<file path="src/rtl/rvga_mem_arbiter_pkg.sv">
// Shared types for the memory arbiter and its byte-merge helper.
package rvga_mem_arbiter_pkg;

    localparam int WORD_W = 32;
    localparam int MASK_W = WORD_W / 8;

    typedef logic [WORD_W-1:0] rvga_word;
    typedef logic [7:0]        rvga_byte;
    typedef logic [MASK_W-1:0] rvga_mask;

    // Arbiter sequencing; DONE and RMW_GAP are the idle-request cycles on DDR.
    typedef enum logic [2:0] {
        ST_IDLE,
        ST_I_RD,
        ST_D_RD,
        ST_D_WR,
        ST_RMW_RD,
        ST_RMW_GAP,
        ST_RMW_WR,
        ST_DONE
    } arb_state_e;

    typedef enum logic {
        GRANT_IMEM,
        GRANT_DMEM
    } grant_e;

endpackage

</file>
<file path="src/rtl/rvga_byte_merge.sv">
// Combinational masked merge: bytes with mask bit set come from new_word,
// the rest from old_word.
module rvga_byte_merge #(
    parameter int MASK_W = 4
) (
    input  logic [MASK_W*8-1:0] old_word,
    input  logic [MASK_W*8-1:0] new_word,
    input  logic [MASK_W-1:0]   mask,
    output logic [MASK_W*8-1:0] merged
);

    // Byte-wise select between the stored and the incoming word.
    always_comb begin
        // NOTE: give every combinational output a default first so no path leaves it unassigned (which would infer a latch).
        merged = old_word;
        for (int i = 0; i < MASK_W; i++) begin
            if (mask[i]) begin
                merged[8*i +: 8] = new_word[8*i +: 8];
            end
        end
    end

endmodule

</file>
<file path="src/rtl/rvga_mem_arbiter.sv">
// Two-port (fetch + data) to single DDR word-port arbiter with
// read-modify-write for byte-masked data writes.
module rvga_mem_arbiter
    import rvga_mem_arbiter_pkg::*;
#(
    parameter int WORD_W = 32,
    parameter int MASK_W = WORD_W / 8
) (
    input  logic              clk,
    input  logic              rst,
    input  logic [WORD_W-1:0] imem_addr,
    input  logic              imem_read,
    output logic [WORD_W-1:0] imem_rdata,
    output logic              imem_resp,
    input  logic [WORD_W-1:0] dmem_addr,
    input  logic              dmem_read,
    input  logic              dmem_write,
    input  logic [MASK_W-1:0] dmem_wmask,
    input  logic [WORD_W-1:0] dmem_wdata,
    output logic [WORD_W-1:0] dmem_rdata,
    output logic              dmem_resp,
    output logic [WORD_W-1:0] ddr_addr,
    output logic              ddr_read,
    output logic              ddr_write,
    output logic [WORD_W-1:0] ddr_wdata,
    input  logic [WORD_W-1:0] ddr_rdata,
    input  logic              ddr_resp
);

    localparam logic [WORD_W-1:0] ALIGN_MASK = {{(WORD_W-2){1'b1}}, 2'b00};

    arb_state_e        state_q, state_d;
    grant_e            last_grant_q, last_grant_d;
    grant_e            grant_q, grant_d;
    logic [WORD_W-1:0] ddr_addr_q, ddr_addr_d;
    logic [WORD_W-1:0] ddr_wdata_q, ddr_wdata_d;
    logic [WORD_W-1:0] imem_rdata_q, imem_rdata_d;
    logic [WORD_W-1:0] dmem_rdata_q, dmem_rdata_d;
    logic [WORD_W-1:0] rmw_merged;
    logic              imem_pend;
    logic              dmem_pend;
    logic              pick_dmem;

    assign imem_pend = imem_read;
    assign dmem_pend = dmem_read | dmem_write;
    // With both pending, the port that did not win last time goes first.
    assign pick_dmem = dmem_pend & (~imem_pend | (last_grant_q == GRANT_IMEM));

    rvga_byte_merge #(.MASK_W(MASK_W)) u_merge (
        .old_word (ddr_rdata),
        .new_word (dmem_wdata),
        .mask     (dmem_wmask),
        .merged   (rmw_merged)
    );

    // State and datapath registers; reset abandons any transaction in flight.
    always_ff @(posedge clk or posedge rst) begin
        if (rst) begin
            state_q      <= ST_IDLE;
            last_grant_q <= GRANT_IMEM;
            grant_q      <= GRANT_IMEM;
            ddr_addr_q   <= '0;
            ddr_wdata_q  <= '0;
            imem_rdata_q <= '0;
            dmem_rdata_q <= '0;
        end else begin
            // NOTE: sequential state uses non-blocking assignments so every flop samples pre-edge values.
            state_q      <= state_d;
            last_grant_q <= last_grant_d;
            grant_q      <= grant_d;
            ddr_addr_q   <= ddr_addr_d;
            ddr_wdata_q  <= ddr_wdata_d;
            imem_rdata_q <= imem_rdata_d;
            dmem_rdata_q <= dmem_rdata_d;
        end
    end

    // Next-state: arbitration in IDLE, DDR handshake tracking elsewhere.
    always_comb begin
        state_d      = state_q;
        last_grant_d = last_grant_q;
        grant_d      = grant_q;
        ddr_addr_d   = ddr_addr_q;
        ddr_wdata_d  = ddr_wdata_q;
        imem_rdata_d = imem_rdata_q;
        dmem_rdata_d = dmem_rdata_q;
        case (state_q)
            ST_IDLE: begin
                if (pick_dmem) begin
                    grant_d      = GRANT_DMEM;
                    last_grant_d = GRANT_DMEM;
                    ddr_addr_d   = dmem_addr & ALIGN_MASK;
                    ddr_wdata_d  = dmem_wdata;
                    if (dmem_read) begin
                        state_d = ST_D_RD;
                    end else if (dmem_wmask == '1) begin
                        state_d = ST_D_WR;
                    end else if (dmem_wmask == '0) begin
                        state_d = ST_DONE;
                    end else begin
                        state_d = ST_RMW_RD;
                    end
                end else if (imem_pend) begin
                    grant_d      = GRANT_IMEM;
                    last_grant_d = GRANT_IMEM;
                    ddr_addr_d   = imem_addr & ALIGN_MASK;
                    state_d      = ST_I_RD;
                end
            end
            ST_I_RD: begin
                if (ddr_resp) begin
                    imem_rdata_d = ddr_rdata;
                    state_d      = ST_DONE;
                end
            end
            ST_D_RD: begin
                if (ddr_resp) begin
                    dmem_rdata_d = ddr_rdata;
                    state_d      = ST_DONE;
                end
            end
            ST_D_WR, ST_RMW_WR: begin
                if (ddr_resp) begin
                    state_d = ST_DONE;
                end
            end
            ST_RMW_RD: begin
                if (ddr_resp) begin
                    ddr_wdata_d = rmw_merged;
                    state_d     = ST_RMW_GAP;
                end
            end
            ST_RMW_GAP: state_d = ST_RMW_WR;
            ST_DONE:    state_d = ST_IDLE;
            default:    state_d = ST_IDLE;
        endcase
    end

    // Outputs decoded from state so reset clears them immediately.
    always_comb begin
        ddr_read  = (state_q == ST_I_RD) || (state_q == ST_D_RD) || (state_q == ST_RMW_RD);
        ddr_write = (state_q == ST_D_WR) || (state_q == ST_RMW_WR);
        imem_resp = (state_q == ST_DONE) && (grant_q == GRANT_IMEM);
        dmem_resp = (state_q == ST_DONE) && (grant_q == GRANT_DMEM);
    end

    assign ddr_addr   = ddr_addr_q;
    assign ddr_wdata  = ddr_wdata_q;
    assign imem_rdata = imem_rdata_q;
    assign dmem_rdata = dmem_rdata_q;

endmodule

</file>
<file path="config.mk">
export PLATFORM = sky130hd
export DESIGN_NAME = rvga_mem_arbiter
export DESIGN_NICKNAME = d
export VERILOG_FILES = /design/src/rtl/rvga_mem_arbiter_pkg.sv /design/src/rtl/rvga_byte_merge.sv /design/src/rtl/rvga_mem_arbiter.sv
export SDC_FILE = /design/constraint.sdc
export NUM_CORES = 1
export LEC_CHECK = 0
export CAP_MARGIN = 20
export CORE_MARGIN = 2
export CORE_UTILIZATION = 42
export DETAILED_ROUTE_END_ITERATION = 7
export GPL_TIMING_DRIVEN = 0
export HOLD_SLACK_MARGIN = 0.05
export PLACE_DENSITY = 0.81
export SYNTH_ARGS = -nofsm -noshare
export SYNTH_HDL_FRONTEND = slang
export SYNTH_SLANG_ARGS = --single-unit
</file>
<file path="constraint.sdc">
create_clock -name clk -period 4.6 [get_ports clk]
set_input_delay 0.69 -clock clk [delete_from_list [all_inputs] [get_ports clk]]
set_output_delay 0.69 -clock clk [all_outputs]
set_load 0.01 [all_outputs]
</file>
==> metrics.txt <==
status=complete, no violations; Largest delay share family, worst path=buffers and inverters; Worst Setup End Kind=output pin; Initial DRC Count=roughly 200; crit-path max FO=10; fill count=1,019; CP arrival=2.01 ns; Int Pwr=4.36 mW; Place WS=1.78 ns; Sw Share=about 30%; combinational share of power=45.6%; drt via density=4.95; Critical Path RT=3.91 ns; area of the multi-input gates=about 2500 um2; Post-CTS Resized=0; routability cong.=0.739; Mapped Cells=387; via count=4,277; post-route minimum period=2.70 ns; hold_buf cts=0; post-DR wirelength/cell=17.8 um; placed instance area=around 9000 um2; VDD IR-drop max=0.269 mV; IO Count=270; synthesized flop and latch total=130; post-route cell area=9390 um2; Nets=809; Final Core Density=68.2%; initial core utilization=42.8%; clk sink count=130; n_diodes=0; layout cell share with drive strength beyond 1=34.2%; Yosys warnings=0; antenna violations before repair=0; largest net degree at the start of global routing=75; H-tree level count=4; RSZ-0062 raised after global routing=false; Pre-Repair DR Iteration Count=6; grt total ovfl=0; vias in the first global route=4,676; wire length of the first global-routing pass=23.7 mm; Layout Skew=0.0111 ns; Storage cell area=approximately 3300 um2; DRC=0; crit path cell chain=buf_2 > nand3_1 > nor2_1 > clkdlybuf4s50_1; number of routed nets with antenna violations=0; Final Cycle Share=58.8%; Worst Path Buf+Inv=2; Clk pwr share=21.8%; Worst Setup SP=state_q[2]$_DFFE_PP0P_; Mean Syn Cell Area=15.2 um2; Worst-Margin Slew=0.781 ns; Setup crit start kind=flip-flop; CTS max path bufs=2; CTS clk-pin slew, worst paths=0.05 ns; Die ar.=15,000 um2; Power Density=about 660 nW/um2; Port-buffer cells=roughly 260; Power Total=6.22 mW; Area growth syn-to-layout=59.4%; Final setup viols=0; Clock Root Buffer=clkbuf_16; Routed WL=15.4 mm; Fmax=approximately 370 MHz; gr usage total=20.8%; Sequential Power Share=32.6%; Seq/Total Area, Yosys=55.2%; crit-path max cell delay=0.59 ns; Pleak=3.87 nW; crit path kind=flip-flop to output pin; CTS tree=built; r2r startpoint=state_q[1]$_DFFE_PP0P_; number of setup buffers added after CTS=0; CTS buffer count=17; row count=43; final slew viol count=0; Psw=1.86 mW; max-cap violations=0; hpwl dp=11.6 mm; Distinct cells, synth=34; Post-Syn Area=a little under 6000 um2; Clock Latency Late Sink=roughly 0.41 ns; Crit-path slowest cell=clkdlybuf4s50_1; Hold Path Origin=ddr_wdata[19]$_DFFE_PP0P_; Slew headroom=47.7%; die height=122 um; final hold violation count=0; CORE AREA=between 10,000 and 15,000 um2; Hold Crit Class=flip-flop to flip-flop; Final WS setup=1.90 ns; Die Span X=122 um
-- metrics by stage --
step,setup TNS [ns],hold WS (ns),cells
after floorplan,0,0.529,388
after global placement,-155.40,0.469,831
after detailed placement,0,0.476,832
after CTS,0,0.489,864
after global routing,0,0.514,864
final,0,0.488,864
-- state kept, by name, summed over array words and instances (netlist names) --
| name | count |
|---|---|
| ddr_addr | 30 |
| imem_rdata | 32 |
| dmem_rdata | 32 |
| ddr_wdata | 32 |
| grant_q | 1 |
| state_q | 3 |
-- power by group through the flow --
stage / combinational, mW / sequential (mW) / clock (mW)
6_report: 2.84 / 2.03 / 1.36
5_1_grt: 3.03 / 2.10 / 1.45
4_1_cts: 2.88 / 2.03 / 1.39
3_5_place_dp: 2.86 / 2.05 / 0
3_3_place_gp: 2.80 / 2.01 / 0
2_1_floorplan: 1.06 / 2.27 / 0
-- metal layers --
| metal | routed length [um] | vias to the layer above | global-route usage [%] |
|---|---|---|---|
| met1 | 5960 | 2105 | 23.3 |
| met3 | 1280 | 23 | 7.57 |
| met5 | 0 | - | 0 |
| met4 | 357 | 0 | 8.69 |
| met2 | 7780 | 177 | 35.8 |
| li1 | - | 1972 | - |
-- worst reg2reg max path, stage by stage (launching register included) --
cell	delay, ns
dfrtp_1	0.37
buf_6	0.14
buf_6	0.14
nor4b_4	0.71
mux2_2	0.42
mux2_1	0.30
-- final timing paths --
path	slack [ns]	to	cells past startpoint
worst max-delay path	1.90	imem_resp	4
worst min-delay path	0.49	ddr_wdata[19]$_DFFE_PP0P_	1
worst max register to register	2.40	ddr_wdata[27]$_DFFE_PP0P_	5
worst min register to register	0.49	ddr_wdata[19]$_DFFE_PP0P_	1
max in group asynchronous	3.14	ddr_wdata[16]$_DFFE_PP0P_	3
min in group asynchronous	0.72	ddr_addr[9]$_DFFE_PP0P_	2
-- cell usage after synthesis (all sizes together) --
library cell / number / area [um2]
conb: 1 / 3.75
clkbuf: 2 / 7.51
nand2b: 1 / 6.26
o41ai: 1 / 8.76
nor2: 6 / 22.5
o311ai: 1 / 8.76
nor4bb: 2 / 20.0
inv: 3 / 11.3
nand3: 1 / 5.00
a22oi: 1 / 7.51
dfrtp: 130 / 3250
xnor2: 1 / 8.76
buf: 22 / 155
a2bb2oi: 3 / 32.5
mux2: 188 / 2120
nor4b: 4 / 95.1
a22o: 1 / 10.0
and4: 1 / 8.76
xor2: 1 / 8.76
nor3: 3 / 15.0
nand2: 3 / 11.3
and3: 1 / 6.26
a21boi: 1 / 7.51
o31ai: 1 / 7.51
nor4: 1 / 6.26
and2: 2 / 12.5
o2bb2ai: 1 / 8.76
o21ai: 2 / 10.0
a21o: 1 / 7.51
o31a: 1 / 8.76
-- logic make-up (layout without fill, tap and decap cells) --
group,Yosys count,after routing,share of synthesized area [%]
XOR/XNOR,2,2,0.297
AND/OR/NAND/NOR,25,25,3.55
other,1,2,0.0636
multiplexers,188,188,35.9
flip-flops,130,130,55.2
buffers and inverters,27,323,2.95
AO/OA/AOI/OAI,14,14,2.00
-- cell type report --
cell class              instances  share of cell area [%]
inverters                       3                   0.173
clock buffers                  19                    4.72
repair buffers                264                    28.3
plain buffers                  24                    1.73
well taps                     180                    2.40
multi-input cells             231                    26.3
flip-flops and latches        130                    34.6
clock inverters                13                    1.72
-- cell usage in the layout (no fill, tap or decap), types with 6 or more instances in the layout --
cell and n:
clkdlybuf4s50_1 263, mux2_2 173, mux2_1 15, nor2_1 6, buf_2 10, dfrtp_1 130, buf_4 8, clkbuf_16 17
Note: power is estimated with default switching activity, not from simulation.
